[config.mk]
export PLATFORM = sky130hd
export DESIGN_NAME = ex_alu_branch_unit
export DESIGN_NICKNAME = d
export VERILOG_FILES = /design/src/rtl/ex_alu_branch_unit.sv
export SDC_FILE = /design/constraint.sdc
export NUM_CORES = 1
export LEC_CHECK = 0
export CAP_MARGIN = 20
export CORE_MARGIN = 2
export CORE_UTILIZATION = 38
export CTS_CLUSTER_DIAMETER = 100
export DETAILED_ROUTE_END_ITERATION = 7
export DONT_BUFFER_PORTS = 1
export GPL_TIMING_DRIVEN = 0
export PLACE_DENSITY = 0.54
export SYNTH_ARGS = -nofsm -noshare
export SYNTH_HDL_FRONTEND = slang
export SYNTH_SLANG_ARGS = --single-unit
[constraint.sdc]
create_clock -name CLK -period 6.5 [get_ports CLK]
set_input_delay 0 -clock CLK [delete_from_list [all_inputs] [get_ports CLK]]
set_output_delay 0 -clock CLK [all_outputs]
set_load 0.005 [all_outputs]
[src/rtl/ex_alu_branch_unit.sv]
`default_nettype none
// ============================================================================
//  Module   : ex_alu_branch_unit
//  Purpose  : EX-stage datapath of the 5-stage ARM pipeline. It contains:
//             - a 16-op ARM ALU with NZCV generation
//             - the NZCV flag register
//             - the condition tester
//             - the branch-target adder
//             - the branch/link condition handler
//  Revision : 1.0 - initial release
// ============================================================================
module ex_alu_branch_unit #(
    parameter int WIDTH = 32
) (
    input  logic             CLK,
    input  logic             CLR,
    input  logic [WIDTH-1:0] A,
    input  logic [WIDTH-1:0] B,
    input  logic             Shifter_C,
    input  logic [3:0]       ALU_Op,
    input  logic             S_Enable,
    input  logic [3:0]       Cond,
    input  logic             B_Instr,
    input  logic             BL_Instr,
    input  logic [WIDTH-1:0] PC4,
    input  logic [23:0]      Imm24,
    output logic [WIDTH-1:0] ALU_Out,
    output logic [3:0]       Flags_Out,
    output logic [3:0]       CC_Out,
    output logic             Cond_True,
    output logic [WIDTH-1:0] Target_Addr,
    output logic             T_Addr_Sel,
    output logic             BL_Reg
);

    localparam logic [3:0] c_OP_AND = 4'h0;
    localparam logic [3:0] c_OP_EOR = 4'h1;
    localparam logic [3:0] c_OP_SUB = 4'h2;
    localparam logic [3:0] c_OP_RSB = 4'h3;
    localparam logic [3:0] c_OP_ADD = 4'h4;
    localparam logic [3:0] c_OP_ADC = 4'h5;
    localparam logic [3:0] c_OP_SBC = 4'h6;
    localparam logic [3:0] c_OP_RSC = 4'h7;
    localparam logic [3:0] c_OP_TST = 4'h8;
    localparam logic [3:0] c_OP_TEQ = 4'h9;
    localparam logic [3:0] c_OP_CMP = 4'hA;
    localparam logic [3:0] c_OP_CMN = 4'hB;
    localparam logic [3:0] c_OP_ORR = 4'hC;
    localparam logic [3:0] c_OP_MOV = 4'hD;
    localparam logic [3:0] c_OP_BIC = 4'hE;
    localparam logic [3:0] c_OP_MVN = 4'hF;

    // Current carry and overflow held in the flag register.
    logic             w_cc_c;
    logic             w_cc_v;

    // Shared adder. Every subtraction is expressed as x + ~y + cin.
    logic [WIDTH-1:0] w_add_x;
    logic [WIDTH-1:0] w_add_y;
    logic             w_add_cin;
    logic             w_is_arith;
    logic [WIDTH:0]   w_sum;

    // ALU result before flag generation.
    logic [WIDTH-1:0] w_result;
    logic             w_c;
    logic             w_v;

    assign w_cc_c = CC_Out[1];
    assign w_cc_v = CC_Out[0];

    // Select adder operands and carry-in for the arithmetic opcodes.
    always_comb begin
        w_add_x    = A;
        w_add_y    = B;
        w_add_cin  = 1'b0;
        w_is_arith = 1'b1;
        case (ALU_Op)
            c_OP_SUB, c_OP_CMP: begin
                w_add_y   = ~B;
                w_add_cin = 1'b1;
            end
            c_OP_RSB: begin
                w_add_x   = B;
                w_add_y   = ~A;
                w_add_cin = 1'b1;
            end
            c_OP_ADD, c_OP_CMN: begin
                w_add_cin = 1'b0;
            end
            c_OP_ADC: begin
                w_add_cin = w_cc_c;
            end
            c_OP_SBC: begin
                w_add_y   = ~B;
                w_add_cin = w_cc_c;
            end
            c_OP_RSC: begin
                w_add_x   = B;
                w_add_y   = ~A;
                w_add_cin = w_cc_c;
            end
            default: w_is_arith = 1'b0;
        endcase
    end

    assign w_sum = {1'b0, w_add_x} + {1'b0, w_add_y} + {{WIDTH{1'b0}}, w_add_cin};

    // Compute the result and C/V. Logical ops take C from the shifter and keep V.
    always_comb begin
        w_result = w_sum[WIDTH-1:0];
        w_c      = w_sum[WIDTH];
        // Overflow: both operands share a sign and the sum's sign differs from it.
        w_v      = (w_add_x[WIDTH-1] == w_add_y[WIDTH-1]) &&
                   (w_sum[WIDTH-1] != w_add_x[WIDTH-1]);
        if (!w_is_arith) begin
            w_c = Shifter_C;
            w_v = w_cc_v;
            case (ALU_Op)
                c_OP_AND, c_OP_TST: w_result = A & B;
                c_OP_EOR, c_OP_TEQ: w_result = A ^ B;
                c_OP_ORR:           w_result = A | B;
                c_OP_MOV:           w_result = B;
                c_OP_BIC:           w_result = A & ~B;
                c_OP_MVN:           w_result = ~B;
                default:            w_result = A & B;
            endcase
        end
    end

    assign ALU_Out   = w_result;
    assign Flags_Out = {w_result[WIDTH-1], (w_result == '0), w_c, w_v};

    // Flag register: asynchronous clear; loads this op's flags only when S is set.
    always_ff @(posedge CLK or negedge CLR) begin
        if (!CLR) begin
            CC_Out <= 4'b0000;
        end else if (S_Enable) begin
            CC_Out <= Flags_Out;
        end
    end

    // Evaluate the condition field against the flags of earlier instructions.
    always_comb begin
        Cond_True = 1'b0;
        case (Cond)
            4'h0: Cond_True = CC_Out[2];
            4'h1: Cond_True = !CC_Out[2];
            4'h2: Cond_True = CC_Out[1];
            4'h3: Cond_True = !CC_Out[1];
            4'h4: Cond_True = CC_Out[3];
            4'h5: Cond_True = !CC_Out[3];
            4'h6: Cond_True = CC_Out[0];
            4'h7: Cond_True = !CC_Out[0];
            4'h8: Cond_True = CC_Out[1] && !CC_Out[2];
            4'h9: Cond_True = !CC_Out[1] || CC_Out[2];
            4'hA: Cond_True = (CC_Out[3] == CC_Out[0]);
            4'hB: Cond_True = (CC_Out[3] != CC_Out[0]);
            4'hC: Cond_True = !CC_Out[2] && (CC_Out[3] == CC_Out[0]);
            4'hD: Cond_True = CC_Out[2] || (CC_Out[3] != CC_Out[0]);
            4'hE: Cond_True = 1'b1;
            default: Cond_True = 1'b0;
        endcase
    end

    // Branch target: word offset, sign-extended to the datapath width.
    assign Target_Addr = PC4 + {{(WIDTH-26){Imm24[23]}}, Imm24, 2'b00};
    assign T_Addr_Sel  = B_Instr & Cond_True;
    assign BL_Reg      = BL_Instr & Cond_True;

endmodule
`default_nettype wire

== Word-level counts from Yosys, hierarchy flattened ==
Cells that the tools add are included.

* Register bits: 4
* Input bits: 134
* Logic and storage cells: 70
* Output and inout port bits: 75

* Reduce and logical (&&, ||, !) cells: 17
* Equal/unequal tests: 32
* Mux-type cells: 9
* $add $sub $neg: 3
* Bitwise operators: 8

{| class="wikitable"
|+ Operator list
! cell !! number
|-
| one-hot mux 32 bit (5 select lines) || 1
|-
| bitwise AND 32 bit || 2
|-
| two-way mux 32 bit || 2
|-
| inverter 32 bit || 2
|-
| one-hot mux 32 bit (2 select lines) || 1
|-
| == test 4 bit, second input constant || 14
|-
| adder 32 x 32 -> 33 bit || 1
|-
| adder 33 x 1 -> 33 bit || 1
|-
| adder 32 bit || 1
|-
| == test 4 x 3 -> 1 bit, second input constant || 8
|-
| logical NOT 32 bit || 1
|-
| OR 32 bit || 1
|-
| XOR 32 bit || 1
|-
| == test 4 x 2 -> 1 bit, second input constant || 4
|-
| one-hot mux 1 bit (15 select lines) || 1
|-
| OR reduction 3 bit || 3
|-
| == test 4 x 1 -> 1 bit, second input constant || 2
|-
| OR reduction 8 bit || 1
|-
| logical NOT 1 bit || 4
|-
| logical NOT 4 bit || 1
|-
| OR reduction 2 bit || 2
|-
| logical AND 1 bit || 3
|-
| two-way mux 1 bit || 3
|-
| bitwise AND 1 bit || 2
|-
| 4 further kinds || 7
|}

== Longest topological paths before layout ==
* Depth in word-level cells: 8
* Depth in mapped cells: 25
* Mapped depth without buffers: 18

== Least setup slack after synthesis ==
No wires, ideal clock.

* Kind: input port to flip-flop
* Start: input port ALU_Op[0]
* End: register CC_Out[2]
* Path buffers: 8
* Data arrival time: 5.213 ns
* Stages: 23
* Library setup time: 0.104 ns
* Required time: 6.396 ns
* Setup slack: 1.184 ns
* Cell sequence: buf_4 -> buf_6 -> buf_4 -> buf_2 -> clkbuf_1 -> buf_1 -> buf_1 -> o31ai_1 -> clkbuf_1 -> nor2_1 -> a211oi_1 -> fa_1 -> inv_1 -> fa_1 -> a211oi_1 -> o211a_1 -> nor3_1 -> o211a_1 -> or4b_1 -> or4_1 -> nor4_2 -> nand3_1 -> o41ai_2

* Cells in the longest elaborated chain, start to end: 7
* Elaborated cells on any way between the ends: 29
* Those cells by class: add/sub: 2; eq/ne: 14; mux: 6; reduce/logical: 7

{| class="wikitable"
|+ Ends and longest elaborated chain
! item !! RTL line !! text
|-
| start: declaration || 20 || <nowiki>input logic [3:0] ALU_Op,</nowiki>
|-
| == test 4 x 3 -> 1 bit, or another cell as far along || 78 || <nowiki>case (ALU_Op)</nowiki>
|-
| OR reduction 3 bit (no line) / OR reduction 2 bit (equally long branches) || -- ||
|-
| one-hot mux 32 bit (2 select lines) / two-way mux 32 bit (equally long branches) || 78 ||
|-
| adder 32 x 32 -> 33 bit || 107 || <nowiki>assign w_sum = {1'b0, w_add_x} + {1'b0, w_add_y} + {{WIDTH{1'b0}}, w_add_cin};</nowiki>
|-
| adder 33 x 1 -> 33 bit || 107 ||
|-
| two-way mux 32 bit (*) || 116 || <nowiki>if (!w_is_arith) begin</nowiki>
|-
| named net ALU_Out[10] || 27 || <nowiki>output logic [WIDTH-1:0] ALU_Out,</nowiki>
|-
| logical NOT 32 bit (*) || 132 || <nowiki>assign Flags_Out = {w_result[WIDTH-1], (w_result == '0), w_c, w_v};</nowiki>
|-
| end signal: assignment || 139 || <nowiki>CC_Out <= Flags_Out;</nowiki>
|-
| end: declaration || 29 || <nowiki>output logic [3:0] CC_Out,</nowiki>
|}

Mark *: on every way through the listed nets, which the timed path passes. The rest lies on a longest branch.
A chain may end at the register's enable or synchronous reset.

== Worst setup path in the final report ==
* Start: input port ALU_Op[0]
* End: output port Flags_Out[2]

* Cells in the longest elaborated chain, start to end: 7
* Elaborated cells on any way between the ends: 29
* Those cells by class: add/sub: 2; eq/ne: 14; mux: 6; reduce/logical: 7

{| class="wikitable"
|+ Ends and longest elaborated chain
! item !! RTL line !! text
|-
| == test 4 x 3 -> 1 bit, or another cell as far along || 78 ||
|-
| OR reduction 3 bit (no line) / OR reduction 2 bit (equally long branches) || -- ||
|-
| one-hot mux 32 bit (2 select lines) / two-way mux 32 bit (equally long branches) || 78 ||
|-
| adder 32 x 32 -> 33 bit || 107 ||
|-
| adder 33 x 1 -> 33 bit || 107 ||
|-
| two-way mux 32 bit (*) || 116 ||
|-
| named net ALU_Out[9] || 27 ||
|-
| logical NOT 32 bit (*) || 132 ||
|-
| end: declaration || 28 || <nowiki>output logic [3:0] Flags_Out,</nowiki>
|}

Marked as above.

==> metrics.yaml <==
final_layout:
  top_regs: "CC_Out: 4 flops"
  final_cell_area_um2: 7981
  layout.nets: 1423
  area_growth_pct: 6.069
  layout_common_cells: "150 x o21ai_0, 140 x nand2_1, 97 x inv_1, 92 x ha_1, 91 x a21oi_1"
  drive_above_1_share_pct: 5.453
  largest_reg_flops: 4
  layout_commonest_cell: "o21ai_0"
  largest-register: "CC_Out"
floorplanning:
  start_util_pct: 38.66
  coreArea_um2: 19460
  die_w_um: 144.7
  die_y_um: 144.7
  num_io_pins: 209
  die_area_um2: 20940
  row_count: 51
pwr:
  p_per_area_nw_per_um2: 128.2
  cellLeakagePower_nw: 3.445
  swShare_pct: 56.65
  clkPwrFrac_pct: 9.5
  seq_power_share_pct: 3.8
  peakVddDrop_v: 0.00004481
  p_comb_share_pct: 86.7
  p_sw_uw: 579.6
  p_int_uw: 443.5
global_routing:
  first_global_vias: 8507
  gr-usage-met3_pct: 4.936
  grt_pass1_wl_mm: 47.30
  grtUsageMet2_pct: 47.69
  grt_usage_pct: 28.75
  antenna_found_initial: 0
  grt_busiest_layer: "met2"
  grt_overflow: 0
  grt_max_degree: 11
  met1_usage_pct: 38.27
critical_path:
  cp.required_ns: 6.50
  crit_path_end_kind: "output port"
  cp_max_fo: 19
  reg2reg_slack_ns: 1.63
  cpPeakStageDelay_ns: 0.65
  cp_data_arrival_time_ns: 6.24
  start_kind: "input pin"
  crit_chain: "buf_4, buf_6, buf_4, buf_2, clkbuf_2, clkbuf_4, nor3_2, clkbuf_1, a211oi_1, fa_1, nand2b_1, a211oi_1, a211oi_2, xor2_1, o21ai_0, or4b_1, or4_1, nor4_2, nand3_1, nor3_1"
  slowest_stage: "a211oi_1"
  worstSetupPathType: "input pin to output port"
  regToRegStartpoint: "CC_Out[1]"
  reg2regPathDepth: 14
  regToRegEndpoint: "CC_Out[2]"
timing:
  max_freq_mhz: 160.2
  hold_viol_final: 0
  slew_viol_final: 0
  worst_hold_slack_ns: 0.05519
  clock_skew_ns: 0.0001665
  tns_ns: 0
  finalWorstSetupSlack_ns: 0.2572
  period_share_pct: 96.04
  rsz0062_at_grt: "no"
  worstMarginPinSlew_ns: 1.030
  relSlewSlack_pct: 31.30
  setup_viol: 0
  min_period_ns: 6.243
routing:
  drt_iter0_drc: 1019
  drc: 0
  drt-total-wl_mm: 31.13
  vias_per_cell: 6.311
  ant_nets: 0
  vias: 9202
  firstDrtPassIters: 5
  wl_per_cell_um: 21.35
hold_path:
  hold_path_class: "input pin to async pin"
place:
  numPortBuffers: 0
  hpwl_mm: 24.76
  placed_cell_area_um2: 7856
  gp_congestion: 0.9742
  place_ws_ns: -0.6700
synth:
  syn_inst: 1188
  ys_seq_area_share_pct: 1.330
  ys_ff_latch: 4
  synth_edf_count: 0
  netlist_top_cells_area: "ha_1 15%, o21ai_0 10%, nand2_1 7.0%, a21oi_1 6.1%, xnor2_1 5.4%"
  synth_ff_type: "dfrtp_1"
  syn_nets: 1417
  synth_area_leader_cell: "ha_1"
  synth_top_area_share_pct: 15.30
  avgSynthCellArea_um2: 6.334
  synth_warnings: 0
  async_flop_share_pct: 100.0
  synth_cell_types: 86
  syn_area_um2: 7525
flow_run:
  maxCapViolCount: 0
clock_network:
  cts_tree: "yes"
  post-cts-setup-buffer-count: 0
  numCtsBuffers: 3
  clk_pin_slew_worst_paths_ns: 0.03
  h-tree-depth: 1
  cts.sinks: 4
  cts_root_buffer: "clkbuf_16"
  clock_latency_ns: 0.23
  clockBufferDepth: 2
outcome:
  outcome: "complete, no violations"
[critical path: cells and delay by family]
family	cells	cell delay (ns)
compound gates	4	1.26
xor+xnor	1	0.16
fa+ha+maj	1	0.46
buf+inv	7	1.72
simple gates	7	2.61
[kinds of logic after synthesis]
family / synth area share, %
xor+xnor: 6.751
mux: 1.679
simple gates: 25.06
flops: 1.330
buf+inv: 10.16
fa+ha+maj: 16.10
compound gates: 38.93
[power groups by stage]
stage / registers (mW) / clock network [mW] / logic [mW]
finish: 0.0392 / 0.0969 / 0.887
global route: 0.0404 / 0.0994 / 0.979
CTS: 0.0395 / 0.0972 / 0.870
detailed placement: 0.0398 / 0 / 0.861
global placement: 0.0396 / 0 / 0.860
floorplan: 0.0360 / 0 / 0.658
[through the flow]
stage	util, %	power, mW	std cells
6_report	41.01	1.023	1458
5_1_grt	41.00	1.119	1457
4_1_cts	40.93	1.007	1458
3_5_place_dp	40.37	0.9007	1453
3_3_place_gp	40.37	0.8992	1453
2_1_floorplan	-	0.6941	1188
[final cells by class]
type | instances | area [um^2]
Antenna cell | 1 | 2.502
Buffer | 82 | 405.4
Clock buffer | 3 | 75.07
Fill cell | 2159 | 11480
Inverter | 98 | 367.9
Multi-Input combinational cell | 1003 | 6679
Sequential cell | 4 | 100.1
Tap cell | 265 | 331.6
Timing Repair Buffer | 2 | 20.02
[routing by layer]
metal | vias to the layer above | part of all wire (%)
li1 | 4417 | -
met1 | 4220 | 42
met2 | 495 | 46
met3 | 70 | 9.7
met4 | 0 | 3.0
met5 | - | 0
[cells in the mapped netlist, types with 18 or more instances]
library cell  number
nor2_1            70
clkbuf_1          47
nand3_1           29
a21o_1            28
a21oi_1           91
a211oi_1          18
ha_1              92
inv_1             97
o21ai_0          151
xnor2_1           46
nor3_1            33
nand2_1          140
[worst max path at each step]
stage                               to  slack (ns)       from  cells past startpoint
after floorplan              CC_Out[2]        1.18  ALU_Op[0]                     23
after global placement       CC_Out[2]       -0.66  ALU_Op[0]                     23
after detailed placement     CC_Out[2]       -0.67  ALU_Op[0]                     23
after CTS                 Flags_Out[2]        0.05  ALU_Op[0]                     23
after global routing      Flags_Out[2]        0.04  ALU_Op[0]                     22
final                     Flags_Out[2]        0.26  ALU_Op[0]                     20
[repair_timing]
action | in CTS | in global routing
setup endpoints to repair | 7 | 4
hold buffers | 2 | 0
hold endpoints to repair | 8 | 0
gates cloned | 0 | 0
resized for setup | 7 | 10
pin swaps | 0 | 0
Note: power is estimated with default switching activity, not from simulation.
